**src/rtl/memctrl_arb.sv**
```systemverilog
// memctrl_arb: fixed-priority multi-port arbiter serialising multi-byte accesses onto a byte-wide memory
module memctrl_arb #(
    parameter int ADDR_W    = 32,
    parameter int NUM_PORTS = 2,
    parameter int MAX_BYTES = 4,
    parameter int LEN_W     = (MAX_BYTES > 1) ? $clog2(MAX_BYTES) : 1
) (
    input  logic                           clk,
    input  logic                           rst,
    input  logic [NUM_PORTS-1:0]           req,
    input  logic [NUM_PORTS-1:0]           rw,
    input  logic [NUM_PORTS*ADDR_W-1:0]    addr,
    input  logic [NUM_PORTS*LEN_W-1:0]     len,
    input  logic [NUM_PORTS*8*MAX_BYTES-1:0] wdata,
    input  logic [NUM_PORTS-1:0]           abort,
    output logic [NUM_PORTS-1:0]           done,
    output logic [8*MAX_BYTES-1:0]         rdata,
    output logic                           busy,
    input  logic [7:0]                     mem_din,
    output logic                           mem_wr,
    output logic [ADDR_W-1:0]              mem_a,
    output logic [7:0]                     mem_dout
);
    localparam int PW = (NUM_PORTS > 1) ? $clog2(NUM_PORTS) : 1;
    typedef enum logic [1:0] {IDLE, XFER, WAIT, DONE} state_t;
    state_t state, state_nx;
    logic [PW-1:0]          gnt, sel;
    logic                   rw_q, sel_rw, pend, abort_g, last;
    logic [ADDR_W-1:0]      addr_q, sel_addr;
    logic [LEN_W-1:0]       len_q, sel_len, cnt, pidx;
    logic [8*MAX_BYTES-1:0] wdata_q, sel_wdata;
    assign abort_g = abort[gnt];
    assign last    = cnt == len_q;
    // pick the lowest-index requester and expose its operands for latching
    always_comb begin
        sel       = '0;
        sel_rw    = 1'b0;
        sel_addr  = '0;
        sel_len   = '0;
        sel_wdata = '0;
        for (int p = NUM_PORTS - 1; p >= 0; p--) begin
            if (req[p]) begin
                sel       = PW'(p);
                sel_rw    = rw[p];
                sel_addr  = addr[p*ADDR_W +: ADDR_W];
                sel_len   = len[p*LEN_W +: LEN_W];
                sel_wdata = wdata[p*8*MAX_BYTES +: 8*MAX_BYTES];
            end
        end
    end
    // state register
    always_ff @(posedge clk) state <= rst ? IDLE : state_nx;
    // next state plus memory-side and handshake outputs
    always_comb begin
        state_nx = state;
        done     = '0;
        busy     = state != IDLE;
        mem_wr   = 1'b0;
        mem_a    = '0;
        mem_dout = '0;
        case (state)
            IDLE: state_nx = |req ? XFER : IDLE;
            XFER: begin
                mem_wr   = rw_q;
                mem_a    = addr_q + ADDR_W'(cnt);
                mem_dout = rw_q ? wdata_q[{cnt, 3'b000} +: 8] : 8'h00;
                state_nx = abort_g ? IDLE : !last ? XFER : rw_q ? DONE : WAIT;
            end
            WAIT: state_nx = abort_g ? IDLE : DONE;
            DONE: begin
                done     = NUM_PORTS'(1) << gnt;
                state_nx = IDLE;
            end
            default: state_nx = IDLE;
        endcase
    end
    // grant latching, byte counter and read assembly; a read byte lands one cycle after its address
    always_ff @(posedge clk) begin
        if (rst) begin
            gnt     <= '0;
            rw_q    <= 1'b0;
            addr_q  <= '0;
            len_q   <= '0;
            wdata_q <= '0;
            cnt     <= '0;
            pend    <= 1'b0;
            pidx    <= '0;
            rdata   <= '0;
        end else begin
            if (state == IDLE && |req) begin
                gnt     <= sel;
                rw_q    <= sel_rw;
                addr_q  <= sel_addr;
                len_q   <= sel_len;
                wdata_q <= sel_wdata;
                cnt     <= '0;
            end else if (state == XFER) begin
                cnt <= cnt + LEN_W'(1);
            end
            pend <= state == XFER && !rw_q && !abort_g;
            pidx <= cnt;
            if (state == IDLE && |req && !sel_rw)
                rdata <= '0;
            else if (pend)
                rdata[{pidx, 3'b000} +: 8] <= mem_din;
        end
    end
endmodule

```
**config.mk**
```make
export PLATFORM = sky130hd
export DESIGN_NAME = memctrl_arb
export DESIGN_NICKNAME = d
export VERILOG_FILES = /design/src/rtl/memctrl_arb.sv
export SDC_FILE = /design/constraint.sdc
export NUM_CORES = 1
export LEC_CHECK = 0
export CAP_MARGIN = 20
export CORE_MARGIN = 5
export CORE_UTILIZATION = 25
export DETAILED_ROUTE_END_ITERATION = 12
export PLACE_DENSITY_LB_ADDON = 0.25
export SYNTH_ARGS = -nofsm -noshare
export SYNTH_HDL_FRONTEND = slang
export SYNTH_SLANG_ARGS = --single-unit
```
**constraint.sdc**
```tcl
create_clock -name clk -period 3.7 [get_ports clk]
set_clock_uncertainty 0.2 [all_clocks]
set_input_delay 0.74 -clock clk [delete_from_list [all_inputs] [get_ports clk]]
set_output_delay 0.74 -clock clk [all_outputs]
set_load 0.02 [all_outputs]
```
# --- Yosys cells after proc, flatten, opt, wreduce, memory -nomap -nowiden ---
# Index checks and enable logic that the tools add are counted.
op_classes:
  shift: 4
  div: 0
  mul: 0
  order_cmp: 1
  add_sub_neg: 3
  n_eq_ne: 4
  mux: 24
  reduce_logical: 12
  bitwise: 0
ops:
  columns: ["op", "count"]
  rows:
  - ["32-bit two-way mux", 5]
  - ["32-bit by 2-bit adder with 32-bit output", 1]
  - ["32-bit bitwise mux", 1]
  - ["8-bit by 7-bit variable shift with 32-bit output (first input constant)", 1]
  - ["32-bit by 6-bit variable part select with 8-bit output", 1]
  - ["8-bit by 7-bit variable part select with 32-bit output", 1]
  - ["8-bit two-way mux", 2]
  - ["2-bit two-way mux", 6]
  - ["1-bit two-way mux", 9]
  - ["2-bit one-hot mux with 4 select lines", 1]
  - ["5-bit negation with 7-bit output", 1]
  - ["2-bit OR reduction", 3]
  - ["2-bit == test (second input constant)", 2]
  - ["1-bit logical AND", 4]
  - ["1-bit zero test", 3]
  - ["2-bit by 1-bit adder with 2-bit output (second input constant)", 1]
  - ["2-bit by 1-bit == test with 1-bit output (second input constant)", 1]
  - ["2-bit == test", 1]
  - ["2-bit zero test", 1]
  - ["1-bit by 2-bit less-than comparator with 1-bit output (second input constant)", 1]
  - ["2-bit nonzero test", 1]
  - ["1-bit by 1-bit << shifter with 2-bit output (first input constant)", 1]
word_totals:
  word_cells: 58
  reg_bits: 107
  latch_bits: 0
  ramBits: 0
  mem_count: 0
  mem_bits_ro: 0

# --- Longest topological paths before layout ---
depth:
  ltp_word: 5
  depth_mapped: 6

# --- Worst setup path after synthesis ---
# OpenSTA, ideal clock, no wires.
synth_timing:
  path_kind: "register -> output"
  from: "register cnt[0]"
  to: "output port mem_a[28]"
  arrival_ps: 2128
  n_path_buf: 0
  stages_incl_launch_ff: 7
  slack_ps: 632
  path_cell_list: "dfxtp_1 -> ha_1 -> fa_1 -> and4_1 -> nand4_4 -> or4_1 -> a21oi_1"
synth_between:
  elab_chain_len: 2
synth_rtl:
  columns: ["item", "line", "source"]
  rows:
  - ["start: declaration", "30", "logic [LEN_W-1:0] len_q, sel_len, cnt, pidx;"]
  - ["start signal: assignment", "98", "cnt <= cnt + LEN_W'(1);"]
  - ["32-bit by 2-bit adder with 32-bit output", "65", "mem_a = addr_q + ADDR_W'(cnt);"]
  - ["32-bit two-way mux", "61", "case (state)"]
  - ["end: declaration", "21", "output logic [ADDR_W-1:0] mem_a,"]
# Every way passes these cells.

# --- Final worst setup path ---
layout_timing:
  from: "register addr_q[0]"
  to: "output port mem_a[6]"
layout_between:
  elab_chain_len: 2
layout_rtl:
  columns: ["item", "line", "source"]
  rows:
  - ["start: declaration", "29", "logic [ADDR_W-1:0] addr_q, sel_addr;"]
  - ["start signal: assignment", "93", "addr_q <= sel_addr;"]
  - ["32-bit by 2-bit adder with 32-bit output", "65", null]
  - ["32-bit two-way mux", "61", null]
# Every way passes these cells.

==> summary.txt <==
Clock network
  • Clock slew seen by the registers of the worst setup and hold paths: 0.08 ns
  • Skew-Pair Late Insertion Delay: between 0.3 and 0.4 ns
  • Bufs on Longest Clock Path: 2
  • Number of buffers created by CTS: 9
  • TritonCTS Sinks: 107
  • Level count of the clock H-tree: 3
  • CTS tree: done
  • Clock root cell: clkbuf_16

Drt
  • WL met2: between 9000 and 10000 um
  • Routed length per instance: 18.3 um
  • Drt initial violations: between 300 and 400
  • Top layer used by detailed routing: met5
  • Post-detailed-route count of antenna-violating nets: 0
  • Initial DRT Pass Iterations: 8
  • # DRC: 0
  • Total wirelength of the detailed-routed design: approximately 20000 um
  • Number of vias after detailed routing: between 5000 and 6000
  • Number of vias per cell after detailed routing: approximately 5.0
  • Metal1 wirelength: between 8000 and 9000 um
  • Routed length on met3: ~1300 um

Die
  • Die width: 155 um
  • Row cnt: 52
  • Vert. Die Dim: 155 um
  • Area of the core: a little over 0.02 sq mm
  • I/O Pins: 224
  • Die ar.: about 0.024 sq mm
  • Initial Util: about a quarter

Finish
  • Diode count: 0
  • Area of the multi-input gates: just under 0.003 sq mm
  • Number of nets in the finished design: 957
  • Fillcell total: around 2100
  • Signed area change from the synthesized netlist to the final layout: 56.7%
  • Proportion of layout cells with a drive suffix above 1: about 8.7%
  • Storage cell area: ~0.0021 sq mm
  • Leading cell types in the layout, fill and taps excluded: clkdlybuf4s50_1 (210), nor2_1 (120), dfxtp_1 (107)
  • Post-Layout Cell Count: around 1100
  • Leading cell type in the layout, fill and taps excluded: clkdlybuf4s50_1
  • Layout Utilization: around two fifths

STA
  • Max Transition Viols Final: 0
  • RSZ-0062 raised after global routing: yes
  • Final Hold Viols: 0
  • Tightest slew margin relative to the limit: between 40% and 50%
  • Fmax: about 280 MHz
  • Slew at the pin closest to its max-slew limit: 0.886 ns
  • Hold Slack: about 0.31 ns
  • Final sum of negative setup slack: 0 ns
  • Setup-violating endpoint count in the final report: 0
  • Period Utilization, post-route: slightly below 100%
  • Minimum clock period after layout: 3.57 ns

Synth
  • Total standard cell area after synthesis: between 0.005 and 0.006 sq mm
  • Area fraction in compound gates after synthesis: 21.6%
  • Library cells used by synthesis: just under 50
  • Dominant combinational cell family by area after synthesis: simple AND/OR/NAND/NOR gates
  • FFs w/ async S/R, synth: 0%
  • Seq/Total Area, Yosys: about two fifths
  • Multiplexer share of the synthesized area: about 4.2%
  • Post-Synth Adder-Cell Area: approximately 2.1%
  • Number of instances in the synthesized netlist: a little under 600
  • Net count of the mapped netlist: 744
  • Ys Warns: 0
  • Fraction of synthesized cell area in xor and xnor cells: 2.68%
  • Synthesized flop and latch total: approximately 110
  • Post-synth EDFFs: 0
  • Most used DFF post-synth: dfxtp_1
  • Post-Synthesis Mean Instance Area: 8.88 sq um
  • Fraction of the mapped netlist area in simple logic gates: about a quarter

Worst setup path
  • Top fanout value on the critical path: 4
  • CP arrival: between 2 and 3 ns
  • Kind of end point of the critical path: output port
  • Reg-to-reg slack, setup: 1.40 ns
  • Slowest cell on the critical path: clkdlybuf4s50_1
  • Number of cells on the worst reg-to-reg path: 6
  • Buffering stage count on the worst path with inverters included: 2
  • Crit-path max cell delay: slightly above 0.6 ns
  • Launching point of the worst reg2reg path: pidx[0]$_SDFF_PP0_
  • Startpoint of the worst setup timing path: addr_q[0]$_SDFFE_PP0P_
  • Worst endpoint required time: ~2.8 ns
  • Launching element type of the critical path: register
  • Crit path kind: register to output port
  • Crit-path leading delay family: buffers and inverters
  • Capturing point of the worst reg2reg path: rdata[6]$_SDFFE_PP0P_
  • Critical path cell sequence: ha_1 -> fa_1 -> and4_1 -> buf_4 -> nand2_1 -> xor2_1 -> nor2_1 -> clkdlybuf4s50_1

Run status
  • Outcome: finished clean

Hold path
  • Launch instance of the worst min-delay path: rdata[5]$_SDFFE_PP0P_
  • Hold path cells: 2
  • Class of the tightest hold or removal check: register to register
  • Hold Path Sink: rdata[5]$_SDFFE_PP0P_

Global routing
  • Tot GR Track Use: between 15 and 20%
  • Antenna violations before repair: 1
  • Largest net degree at the start of global routing: 74
  • Vias in the first global route: 5310
  • Global-route wire length before repair: between 30000 and 40000 um
  • Sum of overflow across all layers after global routing: 0

Power
  • Max rail drop VDD: 0.000226 V
  • Standby leakage power: 3.07 nW
  • Total power density per cell area: about 400 mW/mm^2
  • Total chip power: approximately 3.3 mW

Placed design
  • Routability Congestion: ~0.82
  • Port bufs: roughly 220
  • Hpwl dp: between 10000 and 15000 um
  • Post-placement cell count: 1059

Flow run
  • Maximum Capacitance Violations: 0
-- what timing repair did --
item	in CTS	in global routing
buffers inserted	0	0
hold buffers	0	0
setup endpoints to repair	8	12
gates resized for setup	8	12
-- where the power goes --
group | switching, mW | internal, mW
logic | 0.451 | 0.440
registers | 0.116 | 1.26
clock network | 0.468 | 0.539
-- cells in the mapped netlist (6+ instances only) --
cell | number | share of area, %
buf_1 | 7 | 0.50
ha_1 | 7 | 1.7
mux4_2 | 8 | 3.4
inv_1 | 6 | 0.43
and3_1 | 12 | 1.4
a221oi_1 | 24 | 4.0
or4_1 | 7 | 1.0
a222oi_1 | 42 | 8.0
nand4_1 | 8 | 0.96
dfxtp_1 | 107 | 41
buf_2 | 6 | 0.58
a22oi_1 | 32 | 4.6
nand2b_1 | 6 | 0.72
nor2_1 | 121 | 8.7
nand3_1 | 8 | 0.77
and4_1 | 7 | 1.2
xor2_1 | 7 | 1.2
xnor2_1 | 9 | 1.5
nor3_1 | 32 | 3.1
nor2b_1 | 7 | 0.84
clkbuf_1 | 36 | 2.6
a21oi_1 | 12 | 1.2
nand2_1 | 24 | 1.7
o31ai_1 | 7 | 1.0
-- cells by family after synthesis --
kind of cell / Yosys count
and+or+nand+nor: 253
AOI/OAI and AO/OA: 136
DFF: 107
buffers and inverters: 56
xor gates and xnor gates: 16
muxes: 12
adders and majority gates: 8
-- worst max-delay path by stage --
stage           endpoint  slack, ns  cells past startpoint
6_report        mem_a[6]       0.13                      8
5_1_grt        mem_a[29]     -0.002                      6
4_1_cts        mem_a[27]       0.03                      6
3_5_place_dp   mem_a[28]       0.22                      7
3_3_place_gp   mem_a[28]       0.25                      7
2_1_floorplan  mem_a[28]       0.63                      6
-- sequential cells by signal (all words and copies together) (netlist names), 2 cells and up --
name	flops
wdata_q	32
rdata	32
cnt	2
len_q	2
state	2
pidx	2
addr_q	32
-- worst reg2reg max path, delay by kind of cell, from the launching register on --
kind,cells,cell delay [ns]
compound gates,1,0.15
simple gates,3,1.17
flops,1,0.37
fa+ha+maj,1,0.16
buf+inv,1,0.17
-- stage by stage --
step	area (sq um)	setup slack, ns
3_3_place_gp	7820	0.246
4_1_cts	8130	0.0321
2_1_floorplan	5220	0.632
6_report	8180	0.130
3_5_place_dp	7820	0.216
5_1_grt	8180	-0.00229
-- area by class of cell --
cell class	instances	area share (%)
well taps	270	4.13
clock inverters	6	0.978
clock buffers	10	2.80
flip-flops and latches	107	26.2
repair buffers	252	30.1
inverters	6	0.275
multi-input cells	425	35.5
-- metal layers --
layer  vias up  global-route usage, %
met5         -                      0
met4         2                   5.26
met3        27                   4.11
met2       191                   24.7
met1      2530                   21.2
li1       2681                      -
Power figures use the tool's default switching activity.
==> RTL edit: new RTL, config.mk and constraints unchanged <==
The parameter `NUM_PORTS` goes from 2 to 4.
--- a/src/rtl/memctrl_arb.sv
+++ b/src/rtl/memctrl_arb.sv
@@ -3,3 +3,3 @@
     parameter int ADDR_W    = 32,
-    parameter int NUM_PORTS = 2,
+    parameter int NUM_PORTS = 4,
     parameter int MAX_BYTES = 4,
Interface: changed (7 resized); port bits go from 224 to 364. No check against the original RTL was run, so the function may have changed too.
==> RTL edit against the original RTL <==
Global-route usage increased by 3.5 points. Sequential power grew 12%. Sequential cell count up 1. Area after synthesis increased by 29%. Design area up 36%. Worst hold slack got worse by 0.0024 ns. Wire length increased by 57%. Worst setup slack better by 0.0035 ns. Total power grew 27%. First-iteration DRC count is 52% higher. Non-clock buffer count increased by 148.
==> RTL edit: results (changes against the original RTL) <==
[metrics] master cell of the clock root buffer: clkbuf_16
[metrics] met2 wire length: 14300 um (+55%)
[metrics] maximum number of buffers from clock root to sink: 2 (unchanged)
[metrics] overall routed net length: 30900 um (+57%)
[metrics] layout cells sized above 1: 0.0717 (-0.0151)
[metrics] amount of wire on met3 after detailed routing: 2450 um (+91%)
[metrics] number of fill cells in the layout: 2769 (+33%)
[metrics] instance area at placement: 10800 um2 (+38%)
[metrics] drt first-iter violations: 563 (+52%)
[metrics] detailed-routing wirelength on met1: 13400 um (+54%)
[metrics] post-layout net count: 1488 (+55%)
[metrics] family with the most delay on the worst path: simple AND/OR/NAND/NOR gates
[metrics] via count of the first global-routing pass: 7799 (+47%)
[metrics] global-route wire length before repair: 46500 um (+54%)
[metrics] Warnings, synthesis: 0 (unchanged)
[metrics] final routed DRC violation total: 0 (unchanged)
[metrics] share of power burned in registers: 0.371 (-0.049)
[metrics] antenna violations before repair: 6 (+5)
[metrics] result of the run: finished, final reports clean
[metrics] share of synthesized area occupied by flip-flops and latches: 0.320 (-0.0897)
[metrics] Post-CTS Setup Inserts: 0 (unchanged)
[metrics] kind of path behind the tightest hold check: reg2reg
[metrics] top flop regs: addr_q (32), rdata (32), wdata_q (32)
[metrics] TritonCTS buffer count: 9 (unchanged)
[metrics] Port Buffers: 363 (+63%)
[metrics] per-cell via count in the routed design: 5.23 (+3.7%)
[metrics] LEAKAGE: 4.20 nW (+37%)
[metrics] worst slack at placement: 0.0495 ns (-0.166 ns)
[metrics] slowest stage cell on the critical path: or4_1
[metrics] Yosys cell types: 41 (-16%)
[metrics] max-slew headroom at the worst pin: 0.549 (+0.141)
[metrics] Most used DFF post-synth: dfxtp_1
[metrics] number of optimization iterations in the first detailed-route pass: 6 (-2)
[metrics] detailed placement HPWL: 23600 um (+64%)
[metrics] reg2reg setup slack: 1.44 ns (+0.04 ns)
[metrics] post-synthesis net count: 1159 (+56%)
[metrics] asr flop ratio synth: 0 (unchanged)
[metrics] clock network power: 1.02 mW
[metrics] largest net degree at the start of global routing: 131 (+77%)
[metrics] most instantiated cells after synthesis: a21oi_1 (144), dfxtp_1 (108), inv_1 (78), a221oi_1 (74), clkbuf_1 (72)
[metrics] Max stage delay on crit path: 0.60 ns (-0.02 ns)
[metrics] clock-pin transition on the worst setup and hold timing paths: 0.07 ns
[metrics] count of H-tree levels built during CTS: 3 (unchanged)
[metrics] post-route worst setup slack: 0.134 ns (+0.00355 ns)
[metrics] Net Switching: 1.48 mW (+43%)
[metrics] top layer reached by signal wires: met5
[metrics] total routing usage reported by global routing: 0.193 (+0.0351)
[metrics] worst skew pair latency: 0.35 ns (about the same)
[metrics] last weighted congestion value of the routability-driven placer: 0.809 (-0.86%)
[metrics] largest cells by area after synthesis: dfxtp_1 (32%), a21oi_1 (11%), a221oi_1 (9.6%)
[metrics] Worst Path Max Fanout: 7 (+3)
[metrics] Worst VDD drop: 278 uV (+23%)
[metrics] Arr. time, crit path: 2.63 ns (about the same)
## RTL edit: cell type report
type / count / area share
timing repair buffer: 400 / 0.350
clock inverter: 6 / 0.00630
clock buffer: 10 / 0.0215
tap: 341 / 0.0383
inverter: 78 / 0.0263
sequential: 108 / 0.194
multi-input combinational: 597 / 0.363
antenna: 4 / 0.000900
## RTL edit: path summary, 6_finish.rpt
| path | from | cells after the start | to |
|---|---|---|---|
| max | addr_q[23] | 5 | mem_a[29] |
| min | rdata[31] | 2 | rdata[31] |
| max reg2reg | state[1] | 5 | addr_q[23] |
| min reg2reg | rdata[31] | 2 | rdata[31] |
## RTL edit: routing by layer
layer / up-vias / GRT usage
li1: 3943 / -
met1: 3799 / 0.250
met2: 299 / 0.313
met3: 36 / 0.0565
met4: 4 / 0.0531
met5: - / 0
## RTL edit: kinds of logic (layout without fill, tap and decap cells)
group | after synthesis | after routing | share of synthesized area
other cells | 0 | 4 | 0
xor+xnor | 15 | 15 | 0.0195
mux | 9 | 9 | 0.0300
buf+inv | 161 | 494 | 0.0909
simple gates | 162 | 163 | 0.126
fa+ha+maj | 8 | 8 | 0.0159
flops | 108 | 108 | 0.320
compound gates | 402 | 402 | 0.397
## RTL edit: stage by stage
stage	cells	hold slack [ns]	power, mW	util
5_1_grt	1544	0.339	4.40	0.416
4_1_cts	1540	0.317	4.19	0.417
2_1_floorplan	865	0.282	2.34	-
6_report	1544	0.311	4.15	0.416
3_3_place_gp	1522	0.289	3.15	0.404
3_5_place_dp	1523	0.298	3.17	0.405
## RTL edit: what timing repair did
action                     in CTS  in global routing
cloned                          1                  0
pin swaps                       1                  0
gates resized for setup        19                 18
setup endpoints to repair      16                 10
hold buffers                    0                  0
